`config.mk`:
```
export PLATFORM = sky130hd
export DESIGN_NAME = alu_wb_stage
export DESIGN_NICKNAME = d
export VERILOG_FILES = /design/src/rtl/alu_wb_stage.sv
export SDC_FILE = /design/constraint.sdc
export NUM_CORES = 1
export LEC_CHECK = 0
export ABC_AREA = 1
export BUFFER_PORTS_ARGS = -buffer_cell sky130_fd_sc_hd__buf_4
export CORE_MARGIN = 3
export CORE_UTILIZATION = 40
export DETAILED_ROUTE_END_ITERATION = 10
export PLACE_DENSITY_LB_ADDON = 0.15
export SETUP_SLACK_MARGIN = 0.15
export SYNTH_ARGS = -nofsm -noshare
export SYNTH_HDL_FRONTEND = slang
export SYNTH_SLANG_ARGS = --single-unit
```
`constraint.sdc`:
```
create_clock -name clk -period 3.08 [get_ports clk]
set_input_delay 0.154 -clock clk [delete_from_list [all_inputs] [get_ports clk]]
set_output_delay 0.154 -clock clk [all_outputs]
set_load 0.03 [all_outputs]
```
`src/rtl/alu_wb_stage.sv`:
```
// Execute-to-writeback stage: tags each ALU result with Z/N/C/V/P flags, queues up to two results
// in order, and retires them into the architectural flags register.
module alu_wb_stage #(
    parameter int DATA_W  = 16,
    parameter int RADDR_W = 4
) (
    input  logic               clk,
    input  logic               rst,
    input  logic               flush,
    input  logic               in_valid,
    output logic               in_ready,
    input  logic [3:0]         in_aluctrl,
    input  logic [DATA_W-1:0]  in_din1,
    input  logic [DATA_W-1:0]  in_din2,
    input  logic [DATA_W-1:0]  in_result,
    input  logic [RADDR_W-1:0] in_rd,
    input  logic               in_wen,
    output logic               out_valid,
    input  logic               out_ready,
    output logic [DATA_W-1:0]  out_result,
    output logic [RADDR_W-1:0] out_rd,
    output logic               out_wen,
    output logic [4:0]         out_flags,
    output logic [4:0]         flags_q
);

    localparam logic [3:0] OP_ADD = 4'b0001;
    localparam logic [3:0] OP_SUB = 4'b0010;
    localparam logic [3:0] OP_MUL = 4'b0011;
    localparam logic [3:0] OP_MV  = 4'b1000;

    typedef struct packed {
        logic [DATA_W-1:0]  result;
        logic [RADDR_W-1:0] rd;
        logic               wen;
        logic [4:0]         flags;
        logic               upd;
    } ent_t;

    ent_t              in_ent;
    logic [DATA_W:0]   sum;
    logic [2*DATA_W-1:0] prod;
    logic              flag_c;
    logic              flag_v;

    always_comb begin
        sum    = {1'b0, in_din1} + {1'b0, in_din2};
        prod   = {{DATA_W{1'b0}}, in_din1} * {{DATA_W{1'b0}}, in_din2};
        flag_c = 1'b0;
        flag_v = 1'b0;
        case (in_aluctrl)
            OP_ADD: begin
                flag_c = sum[DATA_W];
                flag_v = (in_din1[DATA_W-1] == in_din2[DATA_W-1]) &&
                         (in_result[DATA_W-1] != in_din1[DATA_W-1]);
            end
            OP_SUB: begin
                flag_c = (in_din1 < in_din2);
                flag_v = (in_din1[DATA_W-1] != in_din2[DATA_W-1]) &&
                         (in_result[DATA_W-1] != in_din1[DATA_W-1]);
            end
            OP_MUL: begin
                flag_c = |prod[2*DATA_W-1:DATA_W];
                flag_v = flag_c;
            end
            default: ;
        endcase
        in_ent.result = in_result;
        in_ent.rd     = in_rd;
        in_ent.wen    = in_wen;
        in_ent.flags  = {(in_result == '0), in_result[DATA_W-1], flag_c, flag_v, ^in_result};
        // Only real opcodes other than mv touch the architectural flags.
        in_ent.upd    = (in_aluctrl >= 4'd1) && (in_aluctrl <= 4'd13) && (in_aluctrl != OP_MV);
    end

    ent_t       mem_q [2];
    ent_t       mem_d [2];
    ent_t       out_q;
    ent_t       out_d;
    logic [1:0] count_q, count_d;
    logic       head_q, head_d;
    logic       tail_q, tail_d;
    logic [4:0] flags_d;
    logic       in_acc;
    logic       out_ret;

    assign in_ready   = (count_q != 2'd2);
    assign out_valid  = (count_q != 2'd0);
    assign out_result = out_q.result;
    assign out_rd     = out_q.rd;
    assign out_wen    = out_q.wen;
    assign out_flags  = out_q.flags;

    always_comb begin
        in_acc  = in_valid & in_ready;
        out_ret = out_valid & out_ready;
        mem_d   = mem_q;
        out_d   = out_q;
        flags_d = flags_q;
        head_d  = head_q ^ out_ret;
        tail_d  = tail_q ^ in_acc;
        count_d = count_q + {1'b0, in_acc} - {1'b0, out_ret};
        if (in_acc) begin
            mem_d[tail_q] = in_ent;
        end
        // Output registers mirror the next head so there is no comb path from storage; empty holds.
        if (count_d != 2'd0) begin
            out_d = (in_acc && (head_d == tail_q)) ? in_ent : mem_q[head_d];
        end
        if (out_ret && out_q.upd) begin
            flags_d = out_q.flags;
        end
        if (flush) begin
            mem_d   = mem_q;
            out_d   = out_q;
            flags_d = flags_q;
            head_d  = 1'b0;
            tail_d  = 1'b0;
            count_d = 2'd0;
        end
    end

    always_ff @(posedge clk or posedge rst) begin
        if (rst) begin
            mem_q[0] <= '0;
            mem_q[1] <= '0;
            out_q    <= '0;
            flags_q  <= '0;
            head_q   <= 1'b0;
            tail_q   <= 1'b0;
            count_q  <= 2'd0;
        end else begin
            mem_q    <= mem_d;
            out_q    <= out_d;
            flags_q  <= flags_d;
            head_q   <= head_d;
            tail_q   <= tail_d;
            count_q  <= count_d;
        end
    end

endmodule
```
==> results.sh <==
export IMPL_status="finished, violations left"
export IMPL_violations="negative hold slack, negative setup slack"
export IMPL_hpwl_mm=30.26
export IMPL_synthSimpleGateAreaFrac=0.1992
export IMPL_place_inst=2457
export IMPL_r2r_slack_ps=540
export IMPL_yosys_warnings=0
export IMPL_fin_ws_ps=-2100
export IMPL_cpMaxStageDelayCell="fa_1"
export IMPL_overflow=0
export IMPL_worst_pin_slew_ps=890.8
export IMPL_ctsHtreeMaxLevel=3
export IMPL_max_freq_ghz=0.1930
export IMPL_setup_viol_count_final=6
export IMPL_fin_skew_ps=8.911
export IMPL_ys_ff_latch=87
export IMPL_syn_to_final_growth_pct=23.36
export IMPL_yosys_most_used_dff="dfrtp_1"
export IMPL_first_iter_violations=495
export IMPL_rr_endpoint="out_result[7]"
export IMPL_cts_tree="yes"
export IMPL_antenna_left=0
export IMPL_fp_coreArea_um2=34040
export IMPL_yosys_area_top_type_share=0.2760
export IMPL_grt_pass1_vias=12170
export IMPL_synth_commonest_cells="539 x nand2_1, 455 x inv_1, 193 x fa_1"
export IMPL_numClockSinks=87
export IMPL_drv_cap=0
export IMPL_grt_max_degree=51
export IMPL_synth_nets=2270
export IMPL_fin_crit_sh=1.682
export IMPL_avgSynthCellArea_um2=7.469
export IMPL_synthMuxAreaShare=0.001609
export IMPL_synth_area_top_cells="fa_1 28%, dfrtp_1 16%, nand2_1 14%"
export IMPL_syn_inst=1874
export IMPL_die_area_um2=37270
export IMPL_synth_compound_area_frac=0.07312
export IMPL_via_per_inst=4.694
export IMPL_nNetsFinal=2433
export IMPL_ios=95
export IMPL_path_class="in -> reg"
export IMPL_required_ps=3310
export IMPL_synth_top_family_by_area="adder cells"
export IMPL_fillerInstances=3394
export IMPL_start_util=0.4113
export IMPL_wire_per_inst_um=14.57
export IMPL_drc=0
export IMPL_synth_adder_area_share=0.4021
export IMPL_die_y_um=193.1
export IMPL_crit_path_end_kind="register"
export IMPL_grt_util_all_layers=0.2005
export IMPL_cts_root_buf="clkbuf_16"
export IMPL_clk_pin_slew_worst_paths_ps=60
export IMPL_max_slew_margin=0.4055
export IMPL_synth_most_common_cell="nand2_1"
export IMPL_n_antenna_cell=0
export IMPL_synth_edf_count=0
export IMPL_grt_pass1_wl_mm=60.19
export IMPL_rsz0062_at_grt="true"
export IMPL_cts_buffers=9
export IMPL_async_flop_share=1.000
export IMPL_utilization=0.5073
export IMPL_setup_worst_path_start="in_din1[11]"
export IMPL_critPathMaxStageDelay_ps=600
export IMPL_dr_pass1_iters=5
export IMPL_routabilityCongestion=0.8528
export IMPL_cp_arrival_ps=5410
export IMPL_crit_path_end="out_flags[2]"
export IMPL_fp_row_count=67
export IMPL_netlist_top_cell_by_area="fa_1"
export IMPL_cp_common_cell="nand2_1"
export IMPL_cp_start_kind="primary input"
export IMPL_numPortBuffers=94
export IMPL_reg2reg_depth=9
export IMPL_totalWireLength_mm=36.29
export IMPL_max_clock_path_buffers=2
export IMPL_critical_path_peak_fanout=5
export IMPL_final_cells=2490
export IMPL_clock_latency_ps=340
export IMPL_hold_viol_final=43
export IMPL_slew_viol_final=0
export IMPL_synth_xor_area_frac=0.01001
export IMPL_hold_ws_ps=-18.61
export IMPL_synth_area_um2=14000
export IMPL_via_count=11690
export IMPL_antenna_found_initial=0
export IMPL_fp_dieW_um=193.1
export IMPL_hold_class="in -> async"
export IMPL_ys_seq_area_frac=0.1555
export IMPL_period_needed_ps=5180
export IMPL_drive_gt1_frac=0.2174
export IMPL_ctsHoldBuffers=0
export IMPL_reg2reg_from="count_q[1]"
export IMPL_synth_cell_types=45
[cell families (layout without fill, tap and decap cells)]
group	Yosys count	after routing
adders and majority gates	334	334
xor gates and xnor gates	16	16
buffers and inverters	558	726
and+or+nand+nor	697	697
AOI/OAI and AO/OA	180	180
DFF	87	87
muxes	2	2
[metrics by stage]
step	setup WS, ps	area, um2	setup TNS, ps
final	-2100	17270	-12430
after global routing	-2338	17270	-13960
after CTS	-2128	16680	-12630
after detailed placement	-2652	16150	-15840
after global placement	-2636	16150	-15720
after floorplan	-2029	14500	-12100
[repair_timing]
item                                    CTS  global route
pin swaps                                22            44
setup buffers                             1            12
cloned                                    1             3
endpoints found under the setup margin    6             6
resized for setup                        57           129
[area by class of cell]
type	instances	area, um2	share of cell area
well taps	448	560.5	0.03246
flip-flops and latches	87	2177	0.1261
multi-input cells	1229	10280	0.5957
inverters	461	1734	0.1004
clock inverters	6	45.04	0.002609
clock buffers	10	229.0	0.01326
repair buffers	249	2236	0.1295
[worst min-delay path by stage]
stage,startpoint,cells past startpoint,end,slack (ps)
after global placement,flush,2,head_q,360
after detailed placement,flush,2,head_q,360
final,rst,2,out_result[10],-20
after global routing,flush,2,head_q,30
after CTS,flush,2,head_q,7
after floorplan,flush,1,head_q,220
[layout by cell type, fill, tap and decap left out, types with 9 or more instances in the layout]
cell type,n
fa_1,172
clkbuf_16,12
a21oi_2,13
buf_6,17
nand2_2,50
nand2_4,11
fa_2,21
buf_12,12
ha_4,15
inv_1,432
dfrtp_1,87
inv_2,26
a21oi_1,24
nor2_4,9
o211ai_1,23
nand3_1,24
a31oi_1,14
nand2_1,488
buf_4,207
nor2_1,73
xnor2_1,10
ha_1,124
o21ai_0,79
[sequential cells by signal, summed over array words and instances (netlist names)]
name        cells
out_wen         1
tail_q          1
head_q          1
flags_q         5
mem_q          52
out_q           1
count_q         2
out_rd          4
out_flags       5
out_result     15
[worst max-delay path: cells and delay by family]
family	cells	cell delay (ps)
buf+inv	5	450
compound gates	1	130
simple gates	16	1310
fa+ha+maj	8	3370
[metal layers]
metal  global-route usage  share of wire  up-vias
li1                     -              -     5840
met1               0.2693           0.44     5611
met2               0.3554           0.50      193
met3              0.01320          0.034       45
met4              0.04673          0.025        0
met5                    0              0        -
Power is not shown: default switching activity piles up to over one toggle a cycle in this logic, so the estimate is an artifact.
